<file path="config.mk">
export PLATFORM = sky130hd
export DESIGN_NAME = mm_front_end
export DESIGN_NICKNAME = d
export VERILOG_FILES = /design/src/rtl/mm_front_end.sv
export SDC_FILE = /design/constraint.sdc
export NUM_CORES = 1
export LEC_CHECK = 0
export ABC_AREA = 1
export BUFFER_PORTS_ARGS = -buffer_cell sky130_fd_sc_hd__buf_4
export CAP_MARGIN = 20
export CORE_MARGIN = 2
export CORE_UTILIZATION = 57
export CTS_CLUSTER_DIAMETER = 40
export DETAILED_ROUTE_END_ITERATION = 8
export MAX_ROUTING_LAYER = met4
export PLACE_DENSITY = 0.78
export SYNTH_ARGS = -nofsm -noshare
export SYNTH_HDL_FRONTEND = slang
export SYNTH_SLANG_ARGS = --single-unit
</file>
<file path="constraint.sdc">
create_clock -name aclk -period 3.32 [get_ports aclk]
set_input_delay 0.332 -clock aclk [delete_from_list [all_inputs] [get_ports aclk]]
set_output_delay 0.332 -clock aclk [all_outputs]
set_load 0.01 [all_outputs]
</file>
<file path="src/rtl/mm_front_end.sv">
// Memory-mapped coprocessor front end: streams a linear block of words from the
// local input memory into the actor input port through a 2-entry output buffer.
module mm_front_end #(
  parameter int DATA_W = 32,
  parameter int ADDR_W = 10,
  parameter int SIZE_W = 11
) (
  input  logic              aclk,
  input  logic              aresetn,
  input  logic              start,
  input  logic [SIZE_W-1:0] size,
  output logic              mem_en,
  output logic [ADDR_W-1:0] mem_addr,
  input  logic [DATA_W-1:0] mem_data,
  output logic [DATA_W-1:0] out_data,
  output logic              out_send,
  input  logic              out_rdy,
  output logic              out_last,
  output logic              done,
  output logic              empty
);

  localparam logic [SIZE_W-1:0] MAX_WORDS = SIZE_W'(2 ** ADDR_W);

  typedef enum logic [1:0] {
    IDLE = 2'd0,
    RUN  = 2'd1,
    DONE = 2'd2
  } state_t;

  state_t              state_r;
  state_t              state_s;
  logic                done_s;
  logic [SIZE_W-1:0]   size_r;
  logic [SIZE_W-1:0]   size_clamp_s;
  logic [SIZE_W-1:0]   rd_cnt_r;
  logic [SIZE_W-1:0]   cons_cnt_r;
  logic [DATA_W-1:0]   buf0_r;
  logic [DATA_W-1:0]   buf1_r;
  logic [1:0]          occ_r;
  logic                infl_r;
  logic                done_r;
  logic                cons_s;
  logic                capt_s;
  logic                mem_en_s;
  logic [2:0]          pend_s;

  // Oversized requests are limited to the full memory so the address never wraps.
  assign size_clamp_s = (size > MAX_WORDS) ? MAX_WORDS : size;

  // buf0_r is always the head word, so out_data comes straight from a register.
  assign out_send = (occ_r != 2'd0);
  assign out_data = buf0_r;
  assign out_last = out_send & (cons_cnt_r == (size_r - SIZE_W'(1)));
  assign cons_s   = out_send & out_rdy;
  assign capt_s   = infl_r & (state_r == RUN) & start;

  // Words held after this edge: buffered plus landing read, minus the one leaving now.
  assign pend_s   = {1'b0, occ_r} + {2'b00, infl_r} - {2'b00, cons_s};
  assign mem_en_s = (state_r == RUN) & start & (rd_cnt_r < size_r) & (pend_s < 3'd2);

  assign mem_en   = mem_en_s;
  assign mem_addr = rd_cnt_r[ADDR_W-1:0];
  assign done     = done_r;
  assign empty    = (state_r != RUN);

  // State register.
  always_ff @(posedge aclk or negedge aresetn) begin
    if (!aresetn) begin
      state_r <= IDLE;
    end else begin
      state_r <= state_s;
    end
  end

  // Next-state decode and done-pulse request.
  always_comb begin
    state_s = state_r;
    done_s  = 1'b0;
    case (state_r)
      IDLE: begin
        if (start) begin
          if (size_clamp_s == {SIZE_W{1'b0}}) begin
            state_s = DONE;
            done_s  = 1'b1;
          end else begin
            state_s = RUN;
          end
        end else begin
          state_s = IDLE;
        end
      end
      RUN: begin
        if (!start) begin
          state_s = IDLE;
        end else if (cons_s & out_last) begin
          state_s = DONE;
          done_s  = 1'b1;
        end else begin
          state_s = RUN;
        end
      end
      DONE: begin
        if (!start) begin
          state_s = IDLE;
        end else begin
          state_s = DONE;
        end
      end
      default: begin
        state_s = IDLE;
      end
    endcase
  end

  // Counters, in-flight flag and the head-first two-entry buffer.
  always_ff @(posedge aclk or negedge aresetn) begin
    if (!aresetn) begin
      size_r     <= {SIZE_W{1'b0}};
      rd_cnt_r   <= {SIZE_W{1'b0}};
      cons_cnt_r <= {SIZE_W{1'b0}};
      buf0_r     <= {DATA_W{1'b0}};
      buf1_r     <= {DATA_W{1'b0}};
      occ_r      <= 2'd0;
      infl_r     <= 1'b0;
      done_r     <= 1'b0;
    end else begin
      done_r <= done_s;
      if ((state_r == IDLE) && start) begin
        size_r     <= size_clamp_s;
        rd_cnt_r   <= {SIZE_W{1'b0}};
        cons_cnt_r <= {SIZE_W{1'b0}};
        occ_r      <= 2'd0;
        infl_r     <= 1'b0;
      end else if ((state_r == RUN) && !start) begin
        occ_r  <= 2'd0;
        infl_r <= 1'b0;
      end else begin
        infl_r <= mem_en_s;
        if (mem_en_s) begin
          rd_cnt_r <= rd_cnt_r + SIZE_W'(1);
        end
        if (cons_s) begin
          cons_cnt_r <= cons_cnt_r + SIZE_W'(1);
        end
        case ({capt_s, cons_s})
          2'b10: begin
            if (occ_r == 2'd0) begin
              buf0_r <= mem_data;
            end else begin
              buf1_r <= mem_data;
            end
            occ_r <= occ_r + 2'd1;
          end
          2'b01: begin
            buf0_r <= buf1_r;
            occ_r  <= occ_r - 2'd1;
          end
          2'b11: begin
            if (occ_r == 2'd1) begin
              buf0_r <= mem_data;
            end else begin
              buf0_r <= buf1_r;
              buf1_r <= mem_data;
            end
          end
          default: begin
            occ_r <= occ_r;
          end
        endcase
      end
    end
  end

endmodule
</file>
==> reports/metrics.cfg <==
[route]
drc_errors=0
finalWirelength_mm=12.8
wl_per_cell_um=13.7
viasPerCell=5.33
detail-route-antenna-nets=0
drtIter0Drc=266
firstDrtPassIters=4
vias=4976

[critical_path]
crit_top_cell=inv_2
worstPathArrival_ns=2.85
critPathMaxStageDelay_ns=0.49
critical_path.max_fanout=6
required_ns=2.99
slowest_stage=fa_1
path_cells=inv_2 > ha_4 > nor2_4 > ha_1 > or2_2 > fa_1 > nand3b_1 > nor4_2 > nand2_1 > inv_2 > buf_4
start_kind=register
crit_path_end_kind=output port
path_class=reg2out

[floorplan]
row_count=35
core_area_sq_mm=0.00933
die_h_um=102
initial_utilization=0.591
die_area_sq_mm=0.0105
io_pins=94
die_w_um=102

[logic_synthesis]
synth-edff-count=0
ys_seq_area_frac=0.467
synthCells=716
async_flop_share=1.00
synthesis.area_sq_mm=0.00552
synth.largest_area_cell=dfrtp_1
synthTopCellsByArea=dfrtp_1 47%, nand2_1 8.7%, nor2_1 7.3%, o21ai_0 7.2%, inv_1 6.8%
synth_common_cells=128 x nand2_1, 107 x nor2_1, 103 x dfrtp_1, 100 x inv_1, 79 x o21ai_0
yosys_warnings=0
yosysMostFrequentCell=nand2_1
ys_types=33
synth_seq_cells=103
ys.flop_type=dfrtp_1
synth_top_area_frac=0.467
synthesis.nets=780
synth_area_per_cell_sq_um=7.70

[power]
seqPwrFrac=0.405
p_comb_frac=0.414
power.switching_mw=1.87
ir_worst_vdd_uv=448
p_leak_nw=3.22
clkPwrFrac=0.181
cellPowerDensity_mw_per_mm2=726
p_sw_frac=0.395
p_int_mw=2.87

[grt]
groute.usage.overall=0.263
overflow=0
antenna_found_initial=0
grt_pass1_vias=4533
grt_pass1_wl_mm=21.2
grt_start_max_net_pins=87

[placed_design]
post-place-ws_ns=0.130
gp_congestion=0.956
dp_hpwl_mm=9.18
numPortBuffers=93

[sta]
worst_slack_ns=0.143
tns_ns=0
hold_viol_final=0
rsz0062_at_grt=false
fmax_mhz=315
period_share=0.957
relSlewSlack=0.421
finalSetupViolCount=0
period_minus_slack_ns=3.18
drv_slew=0
clock_skew_ns=0.0149
tightest_slew_ns=0.867

[cells_and_area]
drive_gt1_frac=0.171
nNetsFinal=864
areaGrowthSynthToFinish_pct=18.6
diodes=0

[cts]
cts_sinks=103
cts_tree=done
cts_root_buf=clkbuf_8
clk_path_buf_depth=2
cts.clk_slew.worst_paths_ns=0.11
cts_buffers=9
insertion_delay_ns=0.37
htreeDepth=3

[job]
maxCapViolCount=0

[run_status]
run_status=finished, final reports clean

[worst_hold_path]
holdCritPathClass=in2reg

[final cells by class]
cell class	count	area (sq um)
multi-input combinational	476	2380
timing repair buffer	105	811
sequential	103	2580
clock inverter	7	97.6
fill	767	2790
tap	129	161
inverter	105	394
clock buffer	9	124
[power by group through the flow]
stage	logic, mW	clock network [mW]	registers [mW]
after global placement	1.82	0	1.93
final	1.97	0.859	1.92
after floorplan	1.15	0	1.99
after CTS	1.97	0.877	1.92
after detailed placement	1.90	0	1.95
after global routing	2.22	0.926	1.97
[layout by cell type (no fill, tap or decap), types with 2 or more instances in the layout]
cell type / n
xor2_1: 6
nor3b_1: 2
nor3_1: 8
nand3_1: 37
a21oi_1: 47
o21ai_1: 6
o21ai_0: 79
o22ai_1: 11
nor2_2: 2
inv_1: 97
buf_4: 103
xnor2_1: 2
ha_1: 15
nand3b_1: 3
o31ai_1: 4
inv_8: 3
nor2_1: 107
o211ai_1: 2
nand2_1: 128
clkbuf_8: 9
dfrtp_1: 103
nand4_1: 7
inv_2: 8
[metal layers]
metal,GRT usage,part of all wire,up-vias
met1,0.351,0.43,2391
met5,-,0,-
met4,0.0564,0.0060,0
met3,0.0472,0.053,10
li1,-,-,2454
met2,0.426,0.51,121
[path summary, 6_finish.rpt]
path                            endpoint  cells after the start          from  slack [ns]
setup / recovery                  mem_en                     11      occ_r[0]        0.14
hold / removal                buf1_r[11]                      3  mem_data[11]        0.17
min in group asynchronous  cons_cnt_r[6]                      2       aresetn        0.34
setup reg to reg             rd_cnt_r[5]                     14      occ_r[0]        0.41
hold reg to reg             out_data[13]                      2  out_data[13]        0.52
max in group asynchronous    rd_cnt_r[9]                      4       aresetn        2.17
[critical path, delay by kind of cell, from the launching register on]
kind                     cells  cell delay (ns)
adder cells (fa/ha/maj)      3             0.93
buffers and inverters        3             0.37
flip-flops                   1             0.42
AND/OR/NAND/NOR              5             0.77
[metrics by stage]
stage | cell area [sq um] | total power, mW | util | hold slack (ns) | std cells
floorplan | 5520 | 3.13 | - | 0.0364 | 716
global placement | 6250 | 3.74 | 0.670 | 0.492 | 914
detailed placement | 6250 | 3.85 | 0.670 | 0.502 | 914
CTS | 6500 | 4.77 | 0.697 | 0.158 | 932
global route | 6540 | 5.12 | 0.701 | 0.156 | 934
finish | 6540 | 4.75 | 0.701 | 0.172 | 934
[sequential cells by signal, indices dropped and copies added, names as in the netlist]
name / count
out_data: 32
done: 1
rd_cnt_r: 11
occ_r: 2
state_r: 2
buf1_r: 32
infl_r: 1
size_r: 11
cons_cnt_r: 11
[cell families (layout without fill, tap and decap cells)]
family,Yosys count,in the layout,synth area share
DFF,103,103,0.467
adders and majority gates,17,17,0.0399
buffers and inverters,137,226,0.105
and+or+nand+nor,300,300,0.228
AOI/OAI and AO/OA,151,151,0.147
xor gates and xnor gates,8,8,0.0127
[repair_timing]
action,CTS,global route
setup buffers,2,0
gates resized for setup,6,0
endpoints found under the setup margin,1,0
hold buffers,0,1
hold endpoints to repair,0,11
Power figures use the tool's default switching activity.
